[src/rtl/cam_tlb_rr.sv]
// cam_tlb_rr: sliced-RAM CAM TLB with pipelined lookup, command handshake and round-robin allocation.
// Optional hit/miss counters enabled by defining CAM_TLB_HIT_CNT_EN.
module cam_tlb_rr #(
  parameter int KEY_WIDTH     = 16,
  parameter int PAYLOAD_WIDTH = 16,
  parameter int ADDR_WIDTH    = 3,
  parameter int SLICE_WIDTH   = 4
) (
  input  logic                       clk,
  input  logic                       rst_n,
  input  logic                       cmd_valid,
  output logic                       cmd_ready,
  input  logic [1:0]                 cmd_op,
  input  logic [ADDR_WIDTH-1:0]      cmd_addr,
  input  logic [KEY_WIDTH-1:0]       cmd_key,
  input  logic [PAYLOAD_WIDTH-1:0]   cmd_payload,
  output logic                       cmd_done,
  output logic [ADDR_WIDTH-1:0]      cmd_done_addr,
  input  logic                       lk_valid,
  output logic                       lk_ready,
  input  logic [KEY_WIDTH-1:0]       lk_key,
  output logic                       rsp_valid,
  output logic                       rsp_hit,
  output logic [ADDR_WIDTH-1:0]      rsp_addr,
  output logic [PAYLOAD_WIDTH-1:0]   rsp_payload,
  output logic [(1<<ADDR_WIDTH)-1:0] valid_mask,
  output logic                       busy,
  output logic [31:0]                hit_count,
  output logic [31:0]                miss_count
);
  localparam int DEPTH  = 1 << ADDR_WIDTH;
  localparam int SLICES = (KEY_WIDTH + SLICE_WIDTH - 1) / SLICE_WIDTH;
  localparam int ROWS   = 1 << SLICE_WIDTH;
  localparam int PKW    = SLICES * SLICE_WIDTH;
  localparam logic [1:0] OP_ALLOC  = 2'd1;
  localparam logic [1:0] OP_DELETE = 2'd2;
  localparam logic [1:0] OP_FLUSH  = 2'd3;
  typedef enum logic [2:0] {INIT, IDLE, OLD_RD, CLR_RD, CLR_WR, SET_RD, SET_WR, DONE} state_t;
  state_t state, state_nx;
  logic [DEPTH-1:0]         sram [SLICES][ROWS];
  logic [KEY_WIDTH-1:0]     kram [DEPTH];
  logic [PAYLOAD_WIDTH-1:0] pram [DEPTH];
  logic [DEPTH-1:0]         rows [SLICES];
  logic [DEPTH-1:0]         lk_rows [SLICES];
  logic [SLICE_WIDTH-1:0]   sweep;
  logic [ADDR_WIDTH-1:0]    rr_ptr, tgt, acc_tgt, free_idx, hit_idx;
  logic [1:0]               op;
  logic                     flushing, free_found, hit_any, cmd_fire, lk_fire, v0, v1;
  logic [KEY_WIDTH-1:0]     new_key, old_key, rmw_key, key0;
  logic [PAYLOAD_WIDTH-1:0] new_pl;
  logic [DEPTH-1:0]         onehot, vm1, match;
  function automatic logic [SLICE_WIDTH-1:0] sl(input logic [KEY_WIDTH-1:0] k, input int s);
    logic [PKW-1:0] p;
    p = PKW'(k);
    return p[s*SLICE_WIDTH +: SLICE_WIDTH];
  endfunction
  assign busy      = state != IDLE;
  assign cmd_ready = state == IDLE;
  assign lk_ready  = state == IDLE && !cmd_valid;
  assign cmd_fire  = cmd_valid && cmd_ready;
  assign lk_fire   = lk_valid && lk_ready;
  assign onehot    = DEPTH'(1) << tgt;
  assign rmw_key   = (state == CLR_RD || state == CLR_WR) ? old_key : new_key;
  assign acc_tgt   = cmd_op == OP_ALLOC ? (free_found ? free_idx : rr_ptr) : cmd_addr;
  always_comb begin
    free_found = 1'b0;
    free_idx   = '0;
    hit_any    = 1'b0;
    hit_idx    = '0;
    match      = vm1;
    for (int s = 0; s < SLICES; s++) match = match & lk_rows[s];
    for (int i = DEPTH-1; i >= 0; i--) begin
      if (!valid_mask[i]) begin free_found = 1'b1; free_idx = ADDR_WIDTH'(i); end
      if (match[i]) begin hit_any = 1'b1; hit_idx = ADDR_WIDTH'(i); end
    end
  end
  always_comb begin
    state_nx = state;
    case (state)
      INIT:    if (sweep == '0) state_nx = flushing ? DONE : IDLE;
      IDLE:    if (cmd_fire) state_nx = cmd_op == OP_FLUSH ? INIT : valid_mask[acc_tgt] ? OLD_RD :
                                        cmd_op == OP_DELETE ? DONE : SET_RD;
      OLD_RD:  state_nx = CLR_RD;
      CLR_RD:  state_nx = CLR_WR;
      CLR_WR:  state_nx = op == OP_DELETE ? DONE : SET_RD;
      SET_RD:  state_nx = SET_WR;
      SET_WR:  state_nx = DONE;
      DONE:    state_nx = IDLE;
      default: state_nx = INIT;
    endcase
  end
  always_ff @(posedge clk or negedge rst_n) begin
    if (!rst_n) begin
      state         <= INIT;
      sweep         <= '1;
      valid_mask    <= '0;
      rr_ptr        <= '0;
      flushing      <= 1'b0;
      cmd_done      <= 1'b0;
      cmd_done_addr <= '0;
      op            <= '0;
      tgt           <= '0;
      new_key       <= '0;
      new_pl        <= '0;
      old_key       <= '0;
    end else begin
      state    <= state_nx;
      cmd_done <= state == DONE;
      if (state == DONE) cmd_done_addr <= op == OP_FLUSH ? '0 : tgt;
      if (state == INIT) sweep <= sweep - 1'b1;
      if (state == INIT && sweep == '0) flushing <= 1'b0;
      if (cmd_fire) begin
        op      <= cmd_op;
        tgt     <= acc_tgt;
        new_key <= cmd_key;
        new_pl  <= cmd_payload;
        if (cmd_op == OP_FLUSH) begin
          valid_mask <= '0;
          rr_ptr     <= '0;
          sweep      <= '1;
          flushing   <= 1'b1;
        end
        if (cmd_op == OP_ALLOC && !free_found) rr_ptr <= rr_ptr + 1'b1;
      end
      if (state == OLD_RD) old_key <= kram[tgt];
      if (state == CLR_WR) valid_mask[tgt] <= 1'b0;
      if (state == SET_WR) valid_mask[tgt] <= 1'b1;
    end
  end
  // Storage arrays carry no reset; INIT sweeps the slice RAMs and valid bits gate everything else.
  always_ff @(posedge clk) begin
    for (int s = 0; s < SLICES; s++) begin
      if (state == INIT) sram[s][sweep] <= '0;
      if (state == CLR_RD || state == SET_RD) rows[s] <= sram[s][sl(rmw_key, s)];
      if (state == CLR_WR) sram[s][sl(rmw_key, s)] <= rows[s] & ~onehot;
      if (state == SET_WR) sram[s][sl(rmw_key, s)] <= rows[s] | onehot;
      lk_rows[s] <= sram[s][sl(key0, s)];
    end
    if (state == SET_WR) begin
      kram[tgt] <= new_key;
      pram[tgt] <= new_pl;
    end
  end
  // valid_mask is captured alongside the slice reads so in-flight lookups see pre-command contents.
  always_ff @(posedge clk or negedge rst_n) begin
    if (!rst_n) begin
      v0          <= 1'b0;
      key0        <= '0;
      v1          <= 1'b0;
      vm1         <= '0;
      rsp_valid   <= 1'b0;
      rsp_hit     <= 1'b0;
      rsp_addr    <= '0;
      rsp_payload <= '0;
    end else begin
      v0        <= lk_fire;
      v1        <= v0;
      vm1       <= valid_mask;
      rsp_valid <= v1;
      if (lk_fire) key0 <= lk_key;
      if (v1) begin
        rsp_hit     <= hit_any;
        rsp_addr    <= hit_idx;
        rsp_payload <= hit_any ? pram[hit_idx] : '0;
      end
    end
  end
`ifdef CAM_TLB_HIT_CNT_EN
  always_ff @(posedge clk or negedge rst_n) begin
    if (!rst_n) begin
      hit_count  <= '0;
      miss_count <= '0;
    end else if (cmd_fire && cmd_op == OP_FLUSH) begin
      hit_count  <= '0;
      miss_count <= '0;
    end else if (rsp_valid && rsp_hit) begin
      hit_count  <= hit_count == '1 ? hit_count : hit_count + 32'd1;
    end else if (rsp_valid) begin
      miss_count <= miss_count == '1 ? miss_count : miss_count + 32'd1;
    end
  end
`else
  assign hit_count  = '0;
  assign miss_count = '0;
`endif
endmodule

[config.mk]
export PLATFORM = sky130hd
export DESIGN_NAME = cam_tlb_rr
export DESIGN_NICKNAME = d
export VERILOG_FILES = /design/src/rtl/cam_tlb_rr.sv
export SDC_FILE = /design/constraint.sdc
export NUM_CORES = 2
export LEC_CHECK = 0
export BUFFER_PORTS_ARGS = -buffer_cell sky130_fd_sc_hd__clkbuf_2
export CAP_MARGIN = 15
export CORE_ASPECT_RATIO = 1.25
export CORE_UTILIZATION = 45
export DETAILED_ROUTE_END_ITERATION = 7
export SYNTH_ARGS = -nofsm -noshare
export SYNTH_HDL_FRONTEND = slang
export SYNTH_SLANG_ARGS = --single-unit
export TNS_END_PERCENT = 5
[constraint.sdc]
create_clock -name clk -period 3.6 [get_ports clk]
set_input_delay 1.08 -clock clk [delete_from_list [all_inputs] [get_ports clk]]
set_output_delay 1.08 -clock clk [all_outputs]
set_load 0.01 [all_outputs]
# == After elaboration in Yosys (flattened, before gate mapping) ==
# Memory sizes are Yosys's and may differ from the RTL's. A register that Yosys moved wholly into a read port is not among the register bits.
# Index checks and enable logic that the tools add are counted.
# totals
register_bits,107
mem_bits_rw,832
input_bits,57
out_inout_bits,100
wordCells,2263
n_memories,5
# memory_table
memory,depth,word_bits,rd,rd_clocked_by_memory_dff,write_ports,line,text
sram,4,128,4,0,4,40,logic [DEPTH-1:0] sram [SLICES][ROWS];
kram,8,16,1,1,1,41,logic [KEY_WIDTH-1:0] kram [DEPTH];
pram,8,16,1,0,1,42,logic [PAYLOAD_WIDTH-1:0] pram [DEPTH];
lk_rows,4,8,4,0,4,44,logic [DEPTH-1:0] lk_rows [SLICES];
rows,4,8,4,0,4,43,logic [DEPTH-1:0] rows [SLICES];
# op_classes
n_addsub,2
order_cmp,17
n_eq_ne,15
shifts,1
n_mux,1134
bitwise_logic,1049
reduce_logical,21
# op_table
cell,count
$mux W128,9
$mux W1,1051
$or A1 B1 Y1,1024
$bmux W8 S4,8
$mux W8,25
$demux W8 S4,5
$mux W3,26
$and A8 B8 Y8,9
$ge A5 B5 Y1 const B,9
$not A4 Y5,9
$or A8 B8 Y8,5
$mux W16,2
$lt A5 B1 Y1 const B,5
$pmux W3 S8,1
$not A8 Y8,2
$eq A3 B3 Y1 const B,4
$mux W4,3
$logic_and A1 B1 Y1,11
$eq A2 B2 Y1 const B,4
$lt A3 B4 Y1 const B,2
$shl A1 B3 Y8 const A,1
$eq A3 B2 Y1 const B,2
$logic_not A4 Y1,1
$mux W2,2
15 further kinds,19

# == Logic depth before layout (Yosys ltp) ==
# depth
ltp_word,16
ltp_mapped,14
depth_no_buf,8

# == Least setup slack after synthesis ==
# OpenSTA, ideal clock, no wires.
# synth_timing
path_type,register -> register
from,register tgt[0]
to,"memory sram[2][103] (netlist bit), data pin"
setup_ns,0.141
arrival_ns,3.237
required_ns,3.459
path_slack_ns,0.222
path_stages_with_launch,8
path_buffers,3
period_less_slack_ns,3.378
path_cell_list,dfrtp_1 -> clkbuf_1 -> buf_1 -> nand3_1 -> nor2_1 -> a21oi_1 -> clkbuf_1 -> nor2_1
# synth_rtl
item,line,text
from (decl),46,"logic [ADDR_WIDTH-1:0] rr_ptr, tgt, acc_tgt, free_idx, hit_idx;"
from (signal assigned),114,tgt <= acc_tgt;
to (decl),40,

==> key figures <==
CTS
  • Worst skew pair latency: 710 ps
  • Clock-pin slew on the worst setup and hold paths: 60 ps
  • Max Root-Sink Buffers: 3
  • Root Driver: clkbuf_16
  • Hold_buf cts: 0
  • Clock sink count: 955
  • CTS tree: done
  • Number of CTS-inserted buffers: 95
  • H-tree depth: 3

Worst setup path
  • Critical path required time: 4090 ps
  • Crit-path max FO: 14
  • CP startpoint kind: flip-flop
  • Kind of critical path: flip-flop to flip-flop
  • R2R Setup Slk: 60 ps
  • CP endpoint kind: flip-flop
  • Critical Path Start: state[2]$_DFFE_PN0P_
  • Worst R2R Path Depth: 9
  • Reg2reg end: sram[3][90]$_DFFE_PP_
  • WP data arrival: 4030 ps
  • Worst R2R Start: state[2]$_DFFE_PN0P_

Outcome
  • Status: finished, final reports clean

GRT
  • GRT overflow: 0
  • Total GRT Usage: 27.7%
  • Pin count of the biggest net entering global routing: 58
  • Initial antenna violation count: 2
  • Vias in the first global route: 30300
  • First-pass GRT wire length: 205000 um

Timing
  • WHS: 351 ps
  • Normalized max-slew margin: 25.8%
  • Endpoints failing hold: 0
  • RSZ-0062 raised after global routing: false
  • Worst slew pin tran: 1110 ps
  • Final Setup Violations: 0
  • Max Transition Viols Final: 0
  • FMAX: 282 MHz
  • Total Neg Setup Slack: 0 ps
  • Period Utilization, post-route: 98.4%
  • Skew final: 24.9 ps
  • Minimum clock period: 3540 ps

Power and ir drop
  • Reg power frac: 34.9%
  • Internal power: 29.3 mW
  • Clock Power Share: 21.1%
  • Maximum vdd drop: 540 uV
  • Power Total: 49.1 mW
  • P per Cell Area: 961 nW/um^2
  • Switching pwr: 19.8 mW
  • Leakage: 17.0 nW
  • Gate power share: 44.0%
  • Net Sw Frac: 40.3%

Drt
  • First drt pass iteration count: 6
  • Routed WL: 142000 um
  • 1st-iter DRT viols: 3762
  • ANT nets after route: 0
  • # DRC: 0
  • Via count: 30500
  • Avg WL per Cell: 30.5 um
  • Vias per cell: 6.55

Logic synthesis
  • Yosys Warn Count: 0
  • Mapped Cells: 3102
  • Sequential fraction of the synthesis area: 61.3%
  • Netlist cell types: 68
  • Post-synth EDFFs: 800
  • Async SR Flop Fraction: 12.9%
  • Cell Area, Synth: 45300 um^2
  • Yosys reg bits: 955
  • Mapped Avg Cell Area: 14.6 um^2
  • Top_reg_cell synth: edfxtp_1

Final layout
  • Core Util, Final: 51.4%
  • Non-Filler Instances: 4651
  • Final net count: 3319
  • Most common cell after layout, fill and taps aside: edfxtp_1
  • Commonest cells after routing, fill and taps aside: edfxtp_1, o22ai_1, nand2_1, mux4_2, nor2_1
  • Layout area overhead: 12.8%
  • Ratio of cells with drive above 1 in the final layout: 26.4%

Worst hold path
  • Worst Hold End: v1$_DFF_PN0_
  • Hold depth: 0
  • Hold_sp: v0$_DFF_PN0_
  • Worst hold path type: flip-flop to flip-flop

Job
  • Max-cap violations: 0

Floorplanning
  • Starting Density: 45.6%
  • Die W: 286 um
  • Die Y: 357 um
  • IO Pins: 157
  • FP Rows: 129
  • Die area: 102000 um^2
  • Core footprint: 99300 um^2

Place
  • GP Congestion: 0.971
  • Cells after DPL: 4468
  • Dpl hpwl: 97700 um
  • I/O Buffers: 92
==> layer usage <==
metal	global-route usage (%)	up-vias	wire, um
met3	4.78	366	12000
met5	0	-	25
li1	-	12600	-
met1	33.5	15700	50500
met2	47.7	1825	71800
met4	14.3	4	7430
==> power by group through the flow <==
| stage | Sequential [mW] | Clock [mW] | Combinational, mW |
|---|---|---|---|
| after floorplan | 16.1 | 0 | 14.2 |
| after global placement | 17.2 | 0 | 21.1 |
| after detailed placement | 17.3 | 0 | 21.3 |
| after CTS | 17.1 | 10.4 | 21.3 |
| after global routing | 17.4 | 10.8 | 22.4 |
| final | 17.1 | 10.3 | 21.6 |
==> metrics by stage <==
stage	setup slack [ps]	cell area, um^2
2_1_floorplan	222	45500
3_3_place_gp	341	47800
3_5_place_dp	199	47800
4_1_cts	160	51000
5_1_grt	11.9	51100
6_report	56.5	51100
==> state kept, by name, summed over array words and instances (netlist names), 2 cells and up <==
name and cells:
vm1 8, state 3, rr_ptr 3, pram 128
rows 32, tgt 3, lk_rows 32, op 2
new_pl 16, sweep 4, rsp_payload 16, rsp_addr 3
old_key 16, key0 16, valid_mask 8, new_key 16
sram 512, kram 128, cmd_done_addr 3
==> worst max-delay path by stage <==
stage | end | slack [ps] | depth (start not counted)
floorplan | sram[2][103]$_SDFFCE_PN0P_ | 220 | 7
CTS | sram[3][90]$_DFFE_PP_ | 160 | 9
global route | sram[3][90]$_DFFE_PP_ | 10 | 9
finish | sram[3][90]$_DFFE_PP_ | 60 | 9
global placement | state[1]$_DFFE_PN0P_ | 340 | 8
detailed placement | sram[3][90]$_DFFE_PP_ | 200 | 9
==> critical path: stages, from the launching register on <==
cell and delay, ps:
dfrtp_1 540, nor2b_4 240, nand2b_2 90, o21ai_4 130, buf_4 360, mux2_4 460, buf_12 210, nor3_2 580
nand2_1 380, o22ai_1 310
==> repair_timing <==
item | 4_1_cts | 5_1_grt
resized for setup | 0 | 1
buffers inserted | 0 | 0
setup endpoints to repair | 0 | 4
==> kinds of logic after synthesis <==
family | after synthesis | share of synthesized area (%)
AND/OR/NAND/NOR | 749 | 7.16
multiplexers | 457 | 19.3
buffers and inverters | 299 | 3.45
AO/OA/AOI/OAI | 631 | 8.60
other | 1 | 0.00828
flip-flops | 955 | 61.3
adder cells (fa/ha/maj) | 6 | 0.166
XOR/XNOR | 4 | 0.0774
==> area by class of cell <==
type | instances | area (um^2)
clock inverter | 46 | 522
inverter | 11 | 41.3
multi-input combinational | 1911 | 16300
clock buffer | 134 | 2730
timing repair buffer | 282 | 2060
sequential | 955 | 27800
antenna | 2 | 5.00
fill | 8207 | 48200
tap | 1310 | 1640
==> cell usage after synthesis (all sizes together) (2+ instances only) <==
cell type,count,area [um^2]
dfrtp,119,2980
dfstp,4,105
ha,6,75.1
mux4,321,7240
nand3b,2,15.0
nand3,53,265
xnor2,2,17.5
nand2b,3,21.3
nor2,227,865
clkbuf,142,533
a221oi,30,263
nand4,3,18.8
nor2b,2,20.0
and3b,2,17.5
a21oi,85,425
o21a,2,15.0
buf,146,988
a211oi,10,75.1
nor3b,6,45.0
a22o,15,131
or2,3,18.8
o22ai,357,2230
nand2,365,1410
nor3,22,155
mux2i,68,701
or3,2,12.5
inv,11,41.3
edfxtp,800,24000
and3,37,231
xor2,2,17.5
dfxtp,32,641
o21ai,88,452
mux2,68,773
and2,18,113
a31oi,34,213
Note: power is estimated with default switching activity, not from simulation.
